--- config.mk ---
export PLATFORM = sky130hd
export DESIGN_NAME = mipi_phy_des
export DESIGN_NICKNAME = d
export VERILOG_FILES = /design/src/rtl/mipi_pkg.sv /design/src/rtl/mipi_lp_filter.sv /design/src/rtl/mipi_phy_des.sv
export SDC_FILE = /design/constraint.sdc
export NUM_CORES = 1
export LEC_CHECK = 0
export CORE_MARGIN = 5
export CORE_UTILIZATION = 56
export CTS_CLUSTER_SIZE = 24
export DETAILED_ROUTE_END_ITERATION = 10
export PLACE_DENSITY = 0.78
export SYNTH_ARGS = -nofsm -noshare
export SYNTH_HDL_FRONTEND = slang
export SYNTH_SLANG_ARGS = --single-unit
--- constraint.sdc ---
create_clock -name clk -period 3.2 [get_ports clk]
set_clock_uncertainty 0.2 [all_clocks]
set_input_delay 0.8 -clock clk [delete_from_list [all_inputs] [get_ports clk]]
set_output_delay 0.8 -clock clk [all_outputs]
set_load 0.005 [all_outputs]
--- src/rtl/mipi_pkg.sv ---
// mipi_pkg: shared state encoding, sync byte and LP line codes for the MIPI deserializer
package mipi_pkg;

    typedef enum logic [2:0] {
        ST_STOP,
        ST_HS_RQST,
        ST_SYNC,
        ST_HST,
        ST_WAIT
    } state_t;

    localparam logic [7:0] SYNC_BYTE = 8'hB8;

    // LP codes are {dp, dn}
    localparam logic [1:0] LP11 = 2'b11;
    localparam logic [1:0] LP01 = 2'b01;
    localparam logic [1:0] LP00 = 2'b00;
    localparam logic [1:0] LP10 = 2'b10;

endpackage

--- src/rtl/mipi_lp_filter.sv ---
// mipi_lp_filter: 2-flop synchronizer plus LP_FILTER-cycle stability filter for the LP line pair
module mipi_lp_filter import mipi_pkg::*; #(
    parameter int LP_FILTER = 2
) (
    input  logic       clk,
    input  logic       resetb,
    input  logic [1:0] lp_in,
    output logic [1:0] lp
);

    localparam int CW = $clog2(LP_FILTER + 1) + 1;

    logic [1:0]    s1, s2, cand;
    logic [CW-1:0] cnt, run;

    // length of the current run of identical synchronized codes, saturating at LP_FILTER
    always_comb run = (s2 != cand) ? CW'(1) : (cnt >= CW'(LP_FILTER)) ? cnt : cnt + 1'b1;

    // synchronizer, run tracker and accepted code; everything idles at LP-11
    always_ff @(posedge clk or negedge resetb) begin
        if (!resetb) begin
            s1   <= LP11;
            s2   <= LP11;
            cand <= LP11;
            cnt  <= CW'(LP_FILTER);
            lp   <= LP11;
        end else begin
            s1   <= lp_in;
            s2   <= s1;
            cand <= s2;
            cnt  <= run;
            if (run >= CW'(LP_FILTER)) lp <= s2;
        end
    end

endmodule

--- src/rtl/mipi_phy_des.sv ---
// mipi_phy_des: HS lane deserializer with LP state tracking, sync search and byte assembly
// Build option MIPI_DES_TRAIL_STRIP_EN: hold each byte one byte period and drop the final trail byte.
module mipi_phy_des import mipi_pkg::*; #(
    parameter int LP_FILTER    = 2,
    parameter int SYNC_TIMEOUT = 64
) (
    input  logic       clk,
    input  logic       resetb,
    input  logic       enable,
    input  logic       mdp_lp,
    input  logic       mdn_lp,
    input  logic       hs_bit,
    input  logic       bit_valid,
    output logic [7:0] data,
    output logic       we,
    output logic       sot,
    output logic       eot,
    output logic       hs_active,
    output logic       sync_err
);

    localparam int TW = $clog2(SYNC_TIMEOUT + 1) + 1;

    state_t        state, state_nx;
    logic [1:0]    lp;
    logic [7:0]    sr, sr_sh;
    logic [2:0]    bcnt;
    logic [TW-1:0] tcnt;
    logic          shift, clr, byte_done, sot_nx, eot_nx, err_nx;

    mipi_lp_filter #(.LP_FILTER(LP_FILTER)) u_lp (
        .clk    (clk),
        .resetb (resetb),
        .lp_in  ({mdp_lp, mdn_lp}),
        .lp     (lp)
    );

    assign sr_sh     = {hs_bit, sr[7:1]};
    assign shift     = enable && bit_valid && (state == ST_SYNC || state == ST_HST);
    assign hs_active = state == ST_HST;

    // state register
    always_ff @(posedge clk or negedge resetb) begin
        if (!resetb) state <= ST_STOP;
        else         state <= state_nx;
    end

    // next state and single-cycle event decode
    always_comb begin
        state_nx  = state;
        clr       = 1'b0;
        byte_done = 1'b0;
        sot_nx    = 1'b0;
        eot_nx    = 1'b0;
        err_nx    = 1'b0;
        if (!enable) begin
            state_nx = ST_STOP;
        end else begin
            case (state)
                ST_STOP: if (lp == LP01) state_nx = ST_HS_RQST;
                ST_HS_RQST: begin
                    if (lp == LP00) begin
                        state_nx = ST_SYNC;
                        clr      = 1'b1;
                    end else if (lp == LP11) begin
                        state_nx = ST_STOP;
                    end else if (lp == LP10) begin
                        state_nx = ST_WAIT;
                    end
                end
                ST_SYNC: begin
                    if (lp == LP11) begin
                        state_nx = ST_STOP;
                    end else if (bit_valid && tcnt >= TW'(7) && sr_sh == SYNC_BYTE) begin
                        state_nx = ST_HST;
                        sot_nx   = 1'b1;
                    end else if (bit_valid && tcnt >= TW'(SYNC_TIMEOUT - 1)) begin
                        state_nx = ST_WAIT;
                        err_nx   = 1'b1;
                    end
                end
                ST_HST: begin
                    byte_done = bit_valid && bcnt == 3'd7;
                    // a byte completing alongside LP-11 goes out first; eot follows next cycle
                    if (lp == LP11 && !byte_done) begin
                        state_nx = ST_STOP;
                        eot_nx   = 1'b1;
                    end
                end
                ST_WAIT: if (lp == LP11) state_nx = ST_STOP;
                default: state_nx = ST_STOP;
            endcase
        end
    end

    // shift register, bit counters and registered status pulses
    always_ff @(posedge clk or negedge resetb) begin
        if (!resetb) begin
            sr       <= 8'h00;
            bcnt     <= 3'd0;
            tcnt     <= '0;
            sot      <= 1'b0;
            eot      <= 1'b0;
            sync_err <= 1'b0;
        end else begin
            sot      <= sot_nx;
            eot      <= eot_nx;
            sync_err <= err_nx;
            if (clr) begin
                sr   <= 8'h00;
                bcnt <= 3'd0;
                tcnt <= '0;
            end else if (shift) begin
                sr <= sr_sh;
                if (state == ST_SYNC) tcnt <= (tcnt >= TW'(SYNC_TIMEOUT)) ? tcnt : tcnt + 1'b1;
                else                  bcnt <= bcnt + 3'd1;
            end
        end
    end

`ifdef MIPI_DES_TRAIL_STRIP_EN
    logic [7:0] held;
    logic       held_v;

    // one-byte buffer: a byte goes out only once its successor completes, so the last one never does
    always_ff @(posedge clk or negedge resetb) begin
        if (!resetb) begin
            data   <= 8'h00;
            we     <= 1'b0;
            held   <= 8'h00;
            held_v <= 1'b0;
        end else begin
            we     <= byte_done && held_v;
            if (byte_done && held_v) data <= held;
            if (byte_done) held <= sr_sh;
            held_v <= (state_nx == ST_HST) && (held_v || byte_done);
        end
    end
`else
    // every completed byte goes out one cycle after its last bit
    always_ff @(posedge clk or negedge resetb) begin
        if (!resetb) begin
            data <= 8'h00;
            we   <= 1'b0;
        end else begin
            we <= byte_done;
            if (byte_done) data <= sr_sh;
        end
    end
`endif

endmodule

* Word-level counts from Yosys, hierarchy flattened
Cells that the tools add are included.
** Storage, ports and cells
- Input bits :: 7
- Output and inout port bits :: 13
- Memories :: 0
- Memory bits (writable) :: 0
- Logic and storage cells :: 94
- Bits in latches :: 0
- ROM bits :: 0
- Register bits :: 45
** Operators by class
- Order comparisons :: 5
- $mul :: 0
- Reductions and logical operators :: 16
- Multiplexer cells :: 39
- Shift-type cells :: 0
- Divide/modulo/power cells :: 0
- Eq/ne operators :: 17
- Bitwise logic cells :: 0
- Add/subtract/negate cells :: 3
** Operators with widths (number)
- 8-bit two-way mux :: 6
- 3-bit two-way mux :: 15
- 1-bit two-way mux :: 17
- 3-bit case mux with 5 select lines :: 1
- 8-bit by 1-bit adder with 8-bit output (second input constant) :: 1
- 8-bit equality test (second input constant) :: 1
- 8-bit by 3-bit greater-or-equal comparator with 1-bit output (second input constant) :: 1
- 8-bit by 6-bit greater-or-equal comparator with 1-bit output (second input constant) :: 1
- 8-bit by 7-bit greater-or-equal comparator with 1-bit output (second input constant) :: 1
- 1-bit logical AND :: 7
- 3-bit by 1-bit adder with 3-bit output (second input constant) :: 2
- 3-bit by 2-bit equality test with 1-bit output (second input constant) :: 2
- 3-bit equality test (second input constant) :: 2
- 3-bit by 2-bit greater-or-equal comparator with 1-bit output (second input constant) :: 2
- 3-bit inequality test (second input constant) :: 2
- 5-bit by 2-bit inequality test with 1-bit output (second input constant) :: 1
- 5-bit inequality test (second input constant) :: 1
- 5-bit AND reduction :: 1
- 2-bit equality test (second input constant) :: 2
- 2-bit inequality test (second input constant) :: 2
- 2-bit nonzero test :: 2
- 3-bit by 1-bit equality test with 1-bit output (second input constant) :: 1
- 3-bit zero test :: 1
- 3-bit by 2-bit inequality test with 1-bit output (second input constant) :: 1
- 7 further kinds :: 7

* Logic depth before layout (Yosys ltp)
- Depth in word-level cells :: 7
- Gate-level depth with buffers :: 8

* Modules after synthesis
A second synthesis with hierarchy kept.
** Second synthesis, totals
- Cell total of the unflattened synthesis :: 192
- Area total of the unflattened synthesis :: 2129.5 sq um
** By module, submodules not included
- mipi_phy_des :: seq. area each 825.8 sq um, cells an instance 160, times used 1, area an instance 1697.9 sq um
- mipi_lp_filter :: seq. area each 286.5 sq um, cells an instance 32, times used 1, area an instance 431.7 sq um

* Least setup slack after synthesis
Ideal clock, no wire load.
- Path kind :: register to register
- Start :: register u_lp.lp[0]
- End :: register state[0]
- Required time :: 2875 ps
- Path slack :: 873 ps
- Buffers on the path :: 0
- Arrival :: 2002 ps
- Period minus slack after synthesis :: 2327 ps
- Stages on the path, launching flop included :: 8
- Cells stage by stage :: dfstp_2 > inv_1 > ha_1 > or4b_1 > a211oi_2 > o31a_2 > a41oi_2 > mux2_4
** On the way
- Word-level cells in the longest chain between the ends :: 5
- Elaborated cells on any way between the ends :: 16
- Classes of those cells :: 8 x eq/ne; 5 x mux; 3 x reduce/logical
** Ends and longest elaborated chain
- start, declared :: line mipi_lp_filter.sv:8 : output logic [1:0] lp
- start signal, assigned :: line mipi_lp_filter.sv:26 : lp <= LP11;
- start signal, assigned :: line mipi_lp_filter.sv:32 : if (run >= CW'(LP_FILTER)) lp <= s2;
- 2-bit equality test
- 3-bit two-way mux :: line mipi_phy_des.sv:65 : end else if (lp == LP11) begin
- 3-bit two-way mux :: line mipi_phy_des.sv:62 : if (lp == LP00) begin
- 3-bit case mux with 5 select lines :: line mipi_phy_des.sv:59 : case (state)
- 3-bit two-way mux :: line mipi_phy_des.sv:56 : if (!enable) begin
- end signal, assigned :: line mipi_phy_des.sv:45 : else state <= state_nx;
- end, declared :: line mipi_phy_des.sv:24 : state_t state, state_nx;
Several ways; a longest one is shown, not always the timed one.
A chain may end at the register's enable or synchronous reset.

* Worst setup path in the final report
- Start :: register state[1]
- End :: output port hs_active
** On the way
- Word-level cells in the longest chain between the ends :: 1
** Ends and longest elaborated chain
- 3-bit by 2-bit equality test with 1-bit output :: line mipi_phy_des.sv:40 : assign hs_active = state == ST_HST;
- end, declared :: line mipi_phy_des.sv:18 : output logic hs_active,
No other way between the ends.

==> results_dict.tcl <==
set metrics [dict create \
    crit_fanout 9 \
    placedCellCount 247 \
    syn2layout_area_growth_pct 15.00 \
    setup_repair_after_global_routing_missed_its_margin "no" \
    start_kind "register" \
    ctsHoldBuffers 0 \
    dr_drc_count 0 \
    setup_total_negative_slack_ns 0 \
    start_to_end_type_of_the_worst_setup_path "register to primary output" \
    leading_cell_types_in_the_layout_fill_and_taps_excluded "35 x sky130_fd_sc_hd__dfrtp_1, 25 x sky130_fd_sc_hd__nand2_1, 19 x sky130_fd_sc_hd__nor2_1" \
    grtUsageTotal_pct 17.97 \
    timing.critical_path.to_type "primary output" \
    cts_setup_buffers 0 \
    worst_ep_required_time_ns 2.20 \
    finalHoldViolations 0 \
    dpl.hpwl_um 2929 \
    syn_avg_cell_area_um2 11.00 \
    port-buffer-count 19 \
    final_cell_count_no_fill 255 \
    slew_viol_final 0 \
    clockRootBuffer "sky130_fd_sc_hd__clkbuf_4" \
    final_net_count 222 \
    grt_max_degree 45 \
    ys_seq_area_share_pct 54.64 \
    outcome "completed" \
    yosys_warnings 0 \
    post-route-worst-setup-slack_ns 0.5464 \
    n_fill_cell 282 \
    detailedRoute.firstPassIterationCount 4 \
    detail-route-antenna-nets 0 \
    core-area_mm2 0.003578 \
    peakVddDrop_v 0.0002724 \
    grt_first_pass_wirelength_um 6948 \
    vias_in_the_first_global_route 1482 \
    leading_cell_type_in_the_layout_fill_and_taps_excluded "sky130_fd_sc_hd__dfrtp_1" \
    period_needed_ns 2.654 \
    cts_tree "done" \
    cp_slowest_cell "sky130_fd_sc_hd__dfrtp_1" \
    die_width_um 70.29 \
    worstSkewPairLatency_ns 0.38 \
    postSynthNetCount 201 \
    tightestPinTransition_ns 0.9475 \
    post-route-period-util_pct 82.92 \
    dr.first_iter.drc_count 75 \
    core.rowCount 22 \
    route.detailed.vias_per_inst 5.616 \
    max_clock_freq_mhz 376.9 \
    synth_cell_types 40 \
    antennaDiodeCount 0 \
    cts_max_level 2 \
    min_delay_worst_type "register to register" \
    max-slew-margin-rel_pct 36.84 \
    ctsLongestPathBuffers 2 \
    synthesis.area_mm2 0.002036 \
    grt_remaining_overflow 0 \
    dieArea_mm2 0.004941 \
    synthesis.instances 185 \
    detailroute.via_count 1432 \
    globalplace.congestion 0.9500 \
    clk_pin_slew_worst_paths_ns 0.13 \
    cts_buf_count 5 \
    worst-endpoint-arrival_ns 1.65 \
    ios 20 \
    floorplan.die.height_um 70.29 \
    wl_per_cell_um 15.76 \
    clkSinkCount 44 \
    floorplan.initialDensity_pct 56.89 \
    setup_viol 0 \
    drv.max_cap_violation_count 0 \
    antenna_violations_before_repair 0 \
    preCtsSetupSlack_ns 0.2693 \
    share_of_final_layout_standard_cells_stronger_than_drive_strength_1_pct 17.87 \
    drt_wl_total_um 4018 \
    longest_individual_stage_delay_on_the_worst_path_ns 0.53 \
    power.leakage_nw 1.094 \
    yosys_register_bits 44 \
    p_per_area_mw_per_mm2 578.8 \
    crit_chain "nand2_1 -> nor2_1 -> clkdlybuf4s50_1" \
    cts.repair.resized 0 \
]
-- cell type report --
type,count,area [um2],area share (%)
tap,48,60.06,2.565
clock buffer,5,37.54,1.603
sequential,44,1112,47.51
multi-input combinational,129,873.3,37.31
timing repair buffer,20,192.7,8.231
clock inverter,3,42.54,1.817
inverter,6,22.52,0.9621
-- stage by stage --
step / hold WS, ns / cell area (um2) / power (mW) / utilization (%)
finish: 0.1863 / 2341 / 1.355 / 65.42
global route: 0.1888 / 2341 / 1.429 / 65.42
CTS: 0.1889 / 2341 / 1.358 / 65.42
detailed placement: 0.1555 / 2261 / 1.018 / 63.18
global placement: 0.1465 / 2261 / 0.9807 / 63.18
floorplan: 0.1452 / 2036 / 0.9229 / -
-- power breakdown --
part | leakage [nW] | switching, mW | internal (mW)
clock network | 0.0412 | 0.182 | 0.163
logic | 0.476 | 0.165 | 0.153
registers | 0.577 | 0.0705 | 0.621
-- path summary, 6_finish.rpt --
path	endpoint	cells after the start	slack, ns	from
max	hs_active	3	0.55	state[1]
min	u_lp.s2[0]	0	0.19	u_lp.s1[0]
max reg2reg	state[0]	7	0.73	u_lp.lp[0]
min reg2reg	u_lp.s2[0]	0	0.19	u_lp.s1[0]
max in group asynchronous	data[1]	1	1.85	resetb
min in group asynchronous	bcnt[2]	1	0.36	resetb
-- critical path: cells and delay by family, from the launching register on --
family / cells / cell delay [ns]
AND/OR/NAND/NOR: 2 / 0.25
flip-flops: 1 / 0.53
buffers and inverters: 1 / 0.51
-- layer usage --
| layer | routed length (um) | vias up | global-route usage [%] |
|---|---|---|---|
| met5 | 0 | - | 0 |
| met4 | 108 | 0 | 9.574 |
| met3 | 241 | 13 | 6.475 |
| met2 | 1988 | 41 | 28.90 |
| met1 | 1680 | 699 | 20.80 |
| li1 | - | 679 | - |
-- flip-flops by register name (all words and copies together), names as in the netlist --
name,cells
sr,7
eot,1
we,1
u_lp.cnt,3
sync_err,1
bcnt,3
tcnt,8
u_lp.s1,2
u_lp.lp,2
u_lp.s2,2
data,8
sot,1
u_lp.cand,2
state,3
-- Yosys cell counts --
library cell	count	area (um2)
sky130_fd_sc_hd__a211oi_1	1	7.510
sky130_fd_sc_hd__a211oi_2	1	12.51
sky130_fd_sc_hd__a21o_1	1	7.510
sky130_fd_sc_hd__a21oi_1	10	50.05
sky130_fd_sc_hd__a22o_1	1	8.760
sky130_fd_sc_hd__a22oi_1	1	7.510
sky130_fd_sc_hd__a31o_2	1	8.760
sky130_fd_sc_hd__a41oi_2	1	16.27
sky130_fd_sc_hd__and2_1	1	6.260
sky130_fd_sc_hd__and2b_1	1	7.510
sky130_fd_sc_hd__and3_1	5	31.28
sky130_fd_sc_hd__and4b_2	1	11.26
sky130_fd_sc_hd__buf_2	3	15.01
sky130_fd_sc_hd__clkbuf_1	2	7.510
sky130_fd_sc_hd__clkbuf_2	1	5.000
sky130_fd_sc_hd__dfrtp_1	35	875.8
sky130_fd_sc_hd__dfstp_2	9	236.5
sky130_fd_sc_hd__ha_1	9	112.6
sky130_fd_sc_hd__inv_1	6	22.52
sky130_fd_sc_hd__mux2_2	11	123.9
sky130_fd_sc_hd__mux2_4	1	15.01
sky130_fd_sc_hd__mux2i_1	3	30.03
sky130_fd_sc_hd__nand2_1	25	93.84
sky130_fd_sc_hd__nand2b_1	1	6.260
sky130_fd_sc_hd__nand3_1	5	25.02
sky130_fd_sc_hd__nand4_1	3	18.77
sky130_fd_sc_hd__nand4b_1	1	8.760
sky130_fd_sc_hd__nor2_1	19	71.32
sky130_fd_sc_hd__nor2_2	1	6.260
sky130_fd_sc_hd__nor2b_1	2	12.51
sky130_fd_sc_hd__nor3_1	4	20.02
sky130_fd_sc_hd__nor3b_1	3	22.52
sky130_fd_sc_hd__o22ai_1	2	12.51
sky130_fd_sc_hd__o31a_2	1	10.01
sky130_fd_sc_hd__o31ai_1	2	15.01
sky130_fd_sc_hd__or2b_1	1	7.510
sky130_fd_sc_hd__or3_1	1	6.260
sky130_fd_sc_hd__or4b_1	1	10.01
sky130_fd_sc_hd__xnor2_1	3	26.28
sky130_fd_sc_hd__xor2_1	5	43.79
-- kinds of logic (layout without fill, tap and decap cells) --
| logic type | count (synthesis) | count (layout) | share of synthesized area, % |
|---|---|---|---|
| mux | 15 | 15 | 8.297 |
| compound gates | 22 | 22 | 7.683 |
| simple gates | 75 | 75 | 17.95 |
| buf+inv | 12 | 34 | 2.458 |
| fa+ha+maj | 9 | 9 | 5.532 |
| flops | 44 | 44 | 54.64 |
| xor+xnor | 8 | 8 | 3.442 |
No activity file was read; power rests on OpenSTA's default activity.
